### config.mk
export PLATFORM = sky130hd
export DESIGN_NAME = byteswap_control_s_axi
export DESIGN_NICKNAME = d
export VERILOG_FILES = /design/src/rtl/byteswap_control_pkg.sv /design/src/rtl/byteswap_control_s_axi.sv
export SDC_FILE = /design/constraint.sdc
export NUM_CORES = 1
export LEC_CHECK = 0
export CAP_MARGIN = 20
export CORE_ASPECT_RATIO = 1.2
export CORE_MARGIN = 2
export CORE_UTILIZATION = 47
export CTS_CLUSTER_DIAMETER = 100
export CTS_CLUSTER_SIZE = 20
export DETAILED_ROUTE_END_ITERATION = 10
export PLACE_DENSITY = 0.84
export SYNTH_ARGS = -nofsm -noshare
export SYNTH_HDL_FRONTEND = slang
export SYNTH_SLANG_ARGS = --single-unit
### constraint.sdc
create_clock -name ap_clk -period 2.43 [get_ports ap_clk]
set_input_delay 0.486 -clock ap_clk [delete_from_list [all_inputs] [get_ports ap_clk]]
set_output_delay 0.486 -clock ap_clk [all_outputs]
set_load 0.05 [all_outputs]
### src/rtl/byteswap_control_pkg.sv
// Shared constants and state types for the byteswap kernel control register file.
package byteswap_control_pkg;

    // Register byte offsets
    localparam logic [5:0] ADDR_AP_CTRL     = 6'h00;
    localparam logic [5:0] ADDR_GIE         = 6'h04;
    localparam logic [5:0] ADDR_IER         = 6'h08;
    localparam logic [5:0] ADDR_ISR         = 6'h0C;
    localparam logic [5:0] ADDR_XFER_SIZE   = 6'h10;
    localparam logic [5:0] ADDR_GMEM_PTR_LO = 6'h18;
    localparam logic [5:0] ADDR_GMEM_PTR_HI = 6'h1C;

    // AP_CTRL bit positions
    localparam int unsigned AP_START_BIT     = 0;
    localparam int unsigned AP_DONE_BIT      = 1;
    localparam int unsigned AP_IDLE_BIT      = 2;
    localparam int unsigned AP_READY_BIT     = 3;
    localparam int unsigned AUTO_RESTART_BIT = 7;

    typedef enum logic [1:0] {WrReset, WrIdle, WrData, WrResp} wr_state_t;
    typedef enum logic [1:0] {RdReset, RdIdle, RdData} rd_state_t;

    // Merge write data into an existing word, one byte lane per strobe bit.
    function automatic logic [31:0] apply_strb(input logic [31:0] old_val,
                                               input logic [31:0] wdata,
                                               input logic [3:0]  strb);
        logic [31:0] res;
        res = old_val;
        for (int i = 0; i < 4; i++) begin
            if (strb[i]) res[8*i +: 8] = wdata[8*i +: 8];
        end
        return res;
    endfunction

endpackage

### src/rtl/byteswap_control_s_axi.sv
// AXI4-Lite control/argument register file for the byteswap kernel core.
module byteswap_control_s_axi
    import byteswap_control_pkg::*;
#(
    parameter int unsigned C_S_AXI_CONTROL_ADDR_WIDTH = 6,
    parameter int unsigned C_S_AXI_CONTROL_DATA_WIDTH = 32,
    parameter int unsigned C_XFER_SIZE_WIDTH          = 32,
    parameter int unsigned C_M_AXI_GMEM_ADDR_WIDTH    = 64
) (
    input  logic                                    ap_clk,
    input  logic                                    ap_rst_n,
    input  logic                                    s_axi_control_AWVALID,
    output logic                                    s_axi_control_AWREADY,
    input  logic [C_S_AXI_CONTROL_ADDR_WIDTH-1:0]   s_axi_control_AWADDR,
    input  logic                                    s_axi_control_WVALID,
    output logic                                    s_axi_control_WREADY,
    input  logic [C_S_AXI_CONTROL_DATA_WIDTH-1:0]   s_axi_control_WDATA,
    input  logic [C_S_AXI_CONTROL_DATA_WIDTH/8-1:0] s_axi_control_WSTRB,
    output logic                                    s_axi_control_BVALID,
    input  logic                                    s_axi_control_BREADY,
    output logic [1:0]                              s_axi_control_BRESP,
    input  logic                                    s_axi_control_ARVALID,
    output logic                                    s_axi_control_ARREADY,
    input  logic [C_S_AXI_CONTROL_ADDR_WIDTH-1:0]   s_axi_control_ARADDR,
    output logic                                    s_axi_control_RVALID,
    input  logic                                    s_axi_control_RREADY,
    output logic [C_S_AXI_CONTROL_DATA_WIDTH-1:0]   s_axi_control_RDATA,
    output logic [1:0]                              s_axi_control_RRESP,
    output logic                                    interrupt,
    output logic                                    ap_start,
    input  logic                                    ap_done,
    input  logic                                    ap_idle,
    input  logic                                    ap_ready,
    output logic [C_XFER_SIZE_WIDTH-1:0]            xfer_size,
    output logic [C_M_AXI_GMEM_ADDR_WIDTH-1:0]      gmem_ptr
);

    wr_state_t   wr_state_q, wr_state_d;
    rd_state_t   rd_state_q, rd_state_d;
    logic [5:0]  waddr_q, waddr_d;
    logic [31:0] rdata_q, rdata_d;
    logic [31:0] rd_mux;
    logic        ap_start_q, ap_start_d;
    logic        ap_done_q, ap_done_d;
    logic        auto_restart_q, auto_restart_d;
    logic        gie_q, gie_d;
    logic [1:0]  ier_q, ier_d;
    logic [1:0]  isr_q, isr_d;
    logic [31:0] xfer_size_q, xfer_size_d;
    logic [63:0] gmem_ptr_q, gmem_ptr_d;

    logic        w_hs, ar_hs;
    logic [5:0]  raddr;

    assign w_hs  = s_axi_control_WVALID && (wr_state_q == WrData);
    assign ar_hs = s_axi_control_ARVALID && (rd_state_q == RdIdle);
    assign raddr = s_axi_control_ARADDR[5:0];

    // Write channel sequencing: address, then data, then response
    always_comb begin
        wr_state_d = wr_state_q;
        waddr_d    = waddr_q;
        case (wr_state_q)
            WrReset: wr_state_d = WrIdle;
            WrIdle: begin
                if (s_axi_control_AWVALID) begin
                    wr_state_d = WrData;
                    waddr_d    = s_axi_control_AWADDR[5:0];
                end
            end
            WrData:  if (s_axi_control_WVALID) wr_state_d = WrResp;
            WrResp:  if (s_axi_control_BREADY) wr_state_d = WrIdle;
            default: wr_state_d = WrIdle;
        endcase
    end

    // Read data selection for the address presented on AR
    always_comb begin
        rd_mux = '0;
        case (raddr)
            ADDR_AP_CTRL: begin
                rd_mux[AP_START_BIT]     = ap_start_q;
                rd_mux[AP_DONE_BIT]      = ap_done_q;
                rd_mux[AP_IDLE_BIT]      = ap_idle;
                rd_mux[AP_READY_BIT]     = ap_ready;
                rd_mux[AUTO_RESTART_BIT] = auto_restart_q;
            end
            ADDR_GIE:         rd_mux[0]   = gie_q;
            ADDR_IER:         rd_mux[1:0] = ier_q;
            ADDR_ISR:         rd_mux[1:0] = isr_q;
            ADDR_XFER_SIZE:   rd_mux      = xfer_size_q;
            ADDR_GMEM_PTR_LO: rd_mux      = gmem_ptr_q[31:0];
            ADDR_GMEM_PTR_HI: rd_mux      = gmem_ptr_q[63:32];
            default:          rd_mux      = '0;
        endcase
    end

    // Read channel sequencing; data is captured on the AR handshake
    always_comb begin
        rd_state_d = rd_state_q;
        rdata_d    = rdata_q;
        case (rd_state_q)
            RdReset: rd_state_d = RdIdle;
            RdIdle: begin
                if (s_axi_control_ARVALID) begin
                    rd_state_d = RdData;
                    rdata_d    = rd_mux;
                end
            end
            RdData:  if (s_axi_control_RREADY) rd_state_d = RdIdle;
            default: rd_state_d = RdIdle;
        endcase
    end

    // Register file next-state: host writes merged with core status events
    always_comb begin
        logic wr_ctrl, wr_gie, wr_ier, wr_isr, wr_xfer, wr_lo, wr_hi;
        wr_ctrl = w_hs && (waddr_q == ADDR_AP_CTRL);
        wr_gie  = w_hs && (waddr_q == ADDR_GIE);
        wr_ier  = w_hs && (waddr_q == ADDR_IER);
        wr_isr  = w_hs && (waddr_q == ADDR_ISR);
        wr_xfer = w_hs && (waddr_q == ADDR_XFER_SIZE);
        wr_lo   = w_hs && (waddr_q == ADDR_GMEM_PTR_LO);
        wr_hi   = w_hs && (waddr_q == ADDR_GMEM_PTR_HI);

        ap_start_d     = ap_start_q;
        ap_done_d      = ap_done_q;
        auto_restart_d = auto_restart_q;
        gie_d          = gie_q;
        ier_d          = ier_q;
        isr_d          = isr_q;
        xfer_size_d    = xfer_size_q;
        gmem_ptr_d     = gmem_ptr_q;

        // Host start request takes priority over the core's ready handshake
        if (wr_ctrl && s_axi_control_WSTRB[0] && s_axi_control_WDATA[AP_START_BIT]) begin
            ap_start_d = 1'b1;
        end else if (ap_ready && !auto_restart_q) begin
            ap_start_d = 1'b0;
        end

        if (wr_ctrl && s_axi_control_WSTRB[0]) begin
            auto_restart_d = s_axi_control_WDATA[AUTO_RESTART_BIT];
        end

        // A fresh done event must not be lost to a coincident clear-on-read
        if (ap_done) begin
            ap_done_d = 1'b1;
        end else if (ar_hs && (raddr == ADDR_AP_CTRL)) begin
            ap_done_d = 1'b0;
        end

        if (wr_gie && s_axi_control_WSTRB[0]) gie_d = s_axi_control_WDATA[0];
        if (wr_ier && s_axi_control_WSTRB[0]) ier_d = s_axi_control_WDATA[1:0];

        for (int n = 0; n < 2; n++) begin
            if (ier_q[n] && ((n == 0) ? ap_done : ap_ready)) begin
                isr_d[n] = 1'b1;
            end else if (wr_isr && s_axi_control_WSTRB[0] && s_axi_control_WDATA[n]) begin
                isr_d[n] = ~isr_q[n];
            end
        end

        if (wr_xfer) begin
            xfer_size_d = apply_strb(xfer_size_q, s_axi_control_WDATA, s_axi_control_WSTRB);
        end
        if (wr_lo) begin
            gmem_ptr_d[31:0] = apply_strb(gmem_ptr_q[31:0], s_axi_control_WDATA,
                                          s_axi_control_WSTRB);
        end
        if (wr_hi) begin
            gmem_ptr_d[63:32] = apply_strb(gmem_ptr_q[63:32], s_axi_control_WDATA,
                                           s_axi_control_WSTRB);
        end
    end

    // State and register storage
    always_ff @(posedge ap_clk or negedge ap_rst_n) begin
        if (!ap_rst_n) begin
            wr_state_q     <= WrReset;
            rd_state_q     <= RdReset;
            waddr_q        <= '0;
            rdata_q        <= '0;
            ap_start_q     <= 1'b0;
            ap_done_q      <= 1'b0;
            auto_restart_q <= 1'b0;
            gie_q          <= 1'b0;
            ier_q          <= '0;
            isr_q          <= '0;
            xfer_size_q    <= '0;
            gmem_ptr_q     <= '0;
        end else begin
            wr_state_q     <= wr_state_d;
            rd_state_q     <= rd_state_d;
            waddr_q        <= waddr_d;
            rdata_q        <= rdata_d;
            ap_start_q     <= ap_start_d;
            ap_done_q      <= ap_done_d;
            auto_restart_q <= auto_restart_d;
            gie_q          <= gie_d;
            ier_q          <= ier_d;
            isr_q          <= isr_d;
            xfer_size_q    <= xfer_size_d;
            gmem_ptr_q     <= gmem_ptr_d;
        end
    end

    assign s_axi_control_AWREADY = (wr_state_q == WrIdle);
    assign s_axi_control_WREADY  = (wr_state_q == WrData);
    assign s_axi_control_BVALID  = (wr_state_q == WrResp);
    assign s_axi_control_BRESP   = 2'b00;
    assign s_axi_control_ARREADY = (rd_state_q == RdIdle);
    assign s_axi_control_RVALID  = (rd_state_q == RdData);
    assign s_axi_control_RDATA   = rdata_q;
    assign s_axi_control_RRESP   = 2'b00;
    assign interrupt             = gie_q & (|isr_q);
    assign ap_start              = ap_start_q;
    assign xfer_size             = xfer_size_q;
    assign gmem_ptr              = gmem_ptr_q;

endmodule

==> flow_summary.json, run 1 <==
{
  "tightest_slew_ns": 0.581,
  "maxSlewHeadroom_pct": 61.1,
  "crit_chain": "ha_1, clkdlybuf4s50_1",
  "drv_cap": 0,
  "leakage_uw": 0.00423,
  "clockRootBuffer": "clkbuf_16",
  "ys_ff_latch": 146,
  "r2r-end": "gmem_ptr[2]$_DFFE_PN0P_",
  "critical_path_class": "reg2out",
  "synth-async-reset-ratio_pct": 100,
  "die_w_microns": 109,
  "io_buffers": 192,
  "grt_pass1_wl_mm": 26.9,
  "clock-sinks": 146,
  "drc_errors": 0,
  "yosysWarningCount": 0,
  "arrival_ns": 1.82,
  "grt_max_degree": 90,
  "io_pins": 197,
  "cp.required_ns": 1.94,
  "drt-total-wl_mm": 17.4,
  "slowest_delay_ns": 0.80,
  "setup_viol": 0,
  "worst_setup_path_start_kind": "flip-flop",
  "cts_tree": "done",
  "ctsHtreeMaxLevel": 4,
  "cp_max_fo": 5,
  "clock_power_share_pct": 31.8,
  "fmax_ghz": 0.433,
  "synth_cell_types": 45,
  "crit_slowest_cell": "clkdlybuf4s50_1",
  "ant_nets": 0,
  "synthToLayoutAreaGrowth_pct": 47.5,
  "gp_congestion": 0.854,
  "cts_made_buffers": 17,
  "p_per_area_nw_per_um2": 925,
  "insertion_delay_ns": 0.42,
  "pwr-share-comb_pct": 31.5,
  "dpl_cell_area_sq_um": 8620,
  "coreArea_sq_um": 13100,
  "postSynthCellCount": 461,
  "clockBufferDepth": 2,
  "worstSetupEndpointType": "output port",
  "drive_gt1_share_pct": 24.0,
  "hpwl_mm": 12.1,
  "nFillCells": 892,
  "hold_path_class": "in2async",
  "outcome": "finished clean",
  "final_nets": 741,
  "intPower_uw": 5520,
  "drt-wirelength-per-cell_microns": 20.2,
  "num_rows": 46,
  "first_pass_iters": 4,
  "grt_use_total_pct": 25.0,
  "antenna_cells": 0,
  "synth_edf_count": 0,
  "drt_iter0_markers": 245,
  "vias_per_cell": 5.59,
  "grt_pass1_vias": 5085,
  "chipHeight_microns": 130,
  "ys_seq_area_share_pct": 58.3,
  "synth_area_sq_um": 6260,
  "fin_crit_sh_pct": 95.0,
  "num_vias": 4799,
  "multi_input_area_sq_um": 2500,
  "p_sw_uw": 3030,
  "switching_share_pct": 35.4,
  "register_area_sq_um": 3650,
  "slew_viol_final": 0,
  "clkTransAtPathRegs_ns": 0.06,
  "grt_setup_unrepaired": "false",
  "reg2reg_depth": 5,
  "skew_ns": 0.0149,
  "period_needed_ns": 2.31,
  "tns_ns": 0,
  "die_area_sq_um": 14300,
  "max-vdd-ir-drop_v": 0.000524,
  "seqPwrFrac_pct": 36.7,
  "finalHoldViolCount": 0,
  "r2r_slack_ns": 0.32,
  "synth.avg_cell_area_sq_um": 13.6,
  "r2r-start": "waddr_q[1]$_DFFE_PN0P_",
  "dominantRegCellSynth": "dfrtp_1",
  "antenna_found_initial": 0,
  "globalRouteOverflowTotal": 0,
  "final_area_sq_um": 9240,
  "initial_utilization_pct": 47.7
}
## cell usage after synthesis, types with 2 or more instances
library cell,instances,area share [%]
nand3b_1,4,0.48
a21oi_1,5,0.40
mux2_2,102,18
nor2b_1,2,0.20
nor2_1,8,0.48
a22o_1,3,0.42
ha_1,4,0.80
a22oi_1,26,3.1
a31oi_1,2,0.20
o21ai_0,28,2.2
mux2_1,4,0.72
buf_4,4,0.48
and3_1,3,0.30
buf_1,2,0.12
nand3_1,3,0.24
nand2_2,4,0.40
mux2i_1,37,5.9
nand4_1,2,0.20
nand2b_1,3,0.30
nor3_1,3,0.24
dfrtp_1,146,58
xor2_1,2,0.28
clkbuf_1,14,0.84
nand2_1,16,0.96
inv_1,11,0.66
o22ai_1,3,0.30
nor3_2,2,0.32
## critical path: cells and delay by family, from the launching register on
kind,cells,cell delay [ns]
buffers and inverters,1,0.80
DFF,1,0.42
adders and majority gates,1,0.20
## power groups by stage
stage / Sequential (uW) / Clock [uW] / Combinational [uW]
after floorplan: 4040 / 0 / 783
final: 3140 / 2720 / 2690
after detailed placement: 3170 / 0 / 2690
after global placement: 3140 / 0 / 2630
after CTS: 3140 / 2760 / 2700
after global routing: 3190 / 2870 / 2820
## worst max-delay path by stage
stage	from	endpoint	slack, ns	depth (start not counted)
after floorplan	wr_state_q[0]$_DFFE_PN0P_	gmem_ptr[35]$_DFFE_PN0P_	0.18	6
after global placement	s_axi_control_WVALID	gmem_ptr[36]$_DFFE_PN0P_	-0.15	6
after detailed placement	s_axi_control_WVALID	gmem_ptr[2]$_DFFE_PN0P_	-0.19	6
after CTS	wr_state_q[0]$_DFFE_PN0P_	s_axi_control_BVALID	0.1	2
after global routing	rd_state_q[0]$_DFFE_PN0P_	s_axi_control_RVALID	0.04	3
final	wr_state_q[0]$_DFFE_PN0P_	s_axi_control_BVALID	0.12	2
## repair_timing
item	4_1_cts	5_1_grt
hold endpoints to repair	22	0
gates resized for setup	1	0
setup buffers	0	0
setup endpoints to repair	1	0
hold buffers	1	0
## cell families (layout without fill, tap and decap cells)
group                    after synthesis  in the layout  share of synthesized area [%]
AND/OR/NAND/NOR                       59             59                           5.47
AO/OA/AOI/OAI                         74             74                           7.65
adder cells (fa/ha/maj)                4              4                          0.799
other                                  1              4                         0.0599
buffers and inverters                 31            258                           2.10
XOR/XNOR                               2              2                          0.280
multiplexers                         144            144                           25.3
flip-flops                           146            146                           58.3
## cells in the final DEF, fill, tap and decap left out, types with 5 or more instances in the layout
cell and count:
clkdlybuf4s50_1 188, dfrtp_1 146, mux2_2 102, mux2i_1 37, o21ai_0 28, a22oi_1 26, clkbuf_16 17, nand2_1 16
buf_4 14, inv_1 11, buf_12 10, nor2_1 8, a21oi_1 5
## routing by layer
| metal | wire length (microns) | vias to the layer above | track usage, % |
|---|---|---|---|
| met5 | 0 | - | 0 |
| met4 | 393 | 0 | 9.46 |
| met3 | 1480 | 42 | 9.13 |
| met2 | 8850 | 198 | 42.9 |
| met1 | 6650 | 2438 | 28.5 |
| li1 | - | 2121 | - |
## per-stage QoR
stage               utilization, %  worst slack (ns)  std cells  hold WS [ns]  power [uW]
detailed placement            65.7            -0.189        827         0.352        5860
CTS                           70.4            0.0969        859         0.481        8600
global placement              65.7            -0.146        827         0.348        5780
global route                  70.4            0.0423        859         0.508        8880
floorplan                        -             0.182        464         0.190        4820
finish                        70.4             0.122        859         0.493        8550
## sequential cells by signal, summed over array words and instances (netlist names)
signal and flops:
xfer_size 32, isr_q 2, gie_q 1, s_axi_control_RDATA 32, waddr_q 6, ier_q 2
wr_state_q 2, rd_state_q 2, auto_restart_q 1, gmem_ptr 64, ap_start 1, ap_done_q 1
## final cells by class
class | instances | share of cell area [%]
Sequential cell | 146 | 39.5
Multi-Input combinational cell | 287 | 27.0
Timing Repair Buffer | 216 | 24.0
Clock buffer | 19 | 4.69
Tap cell | 168 | 2.27
Clock inverter | 12 | 1.98
Inverter | 11 | 0.447
(Power assumes the default switching activity.)
==> inputs of run 2 (changes only) <==
--- a/config.mk
+++ b/config.mk
@@ -13,6 +13,7 @@
 export CTS_CLUSTER_SIZE = 20
 export DETAILED_ROUTE_END_ITERATION = 10
 export PLACE_DENSITY = 0.84
+export SKIP_LAST_GASP = 1
 export SYNTH_ARGS = -nofsm -noshare
 export SYNTH_HDL_FRONTEND = slang
 export SYNTH_SLANG_ARGS = --single-unit
==> results of run 2 <==
Final layout, timing and power as in run 1 (identical DEF).
==> inputs of run 3 (changes only) <==
--- a/config.mk
+++ b/config.mk
@@ -5,13 +5,13 @@
 export SDC_FILE = /design/constraint.sdc
 export NUM_CORES = 1
 export LEC_CHECK = 0
-export CAP_MARGIN = 20
 export CORE_ASPECT_RATIO = 1.2
 export CORE_MARGIN = 2
 export CORE_UTILIZATION = 47
 export CTS_CLUSTER_DIAMETER = 100
 export CTS_CLUSTER_SIZE = 20
 export DETAILED_ROUTE_END_ITERATION = 10
+export HOLD_SLACK_MARGIN = 0.12
 export PLACE_DENSITY = 0.84
 export SKIP_LAST_GASP = 1
 export SYNTH_ARGS = -nofsm -noshare
==> results of run 3 <==
Final layout, timing and power as in run 1 (identical DEF).
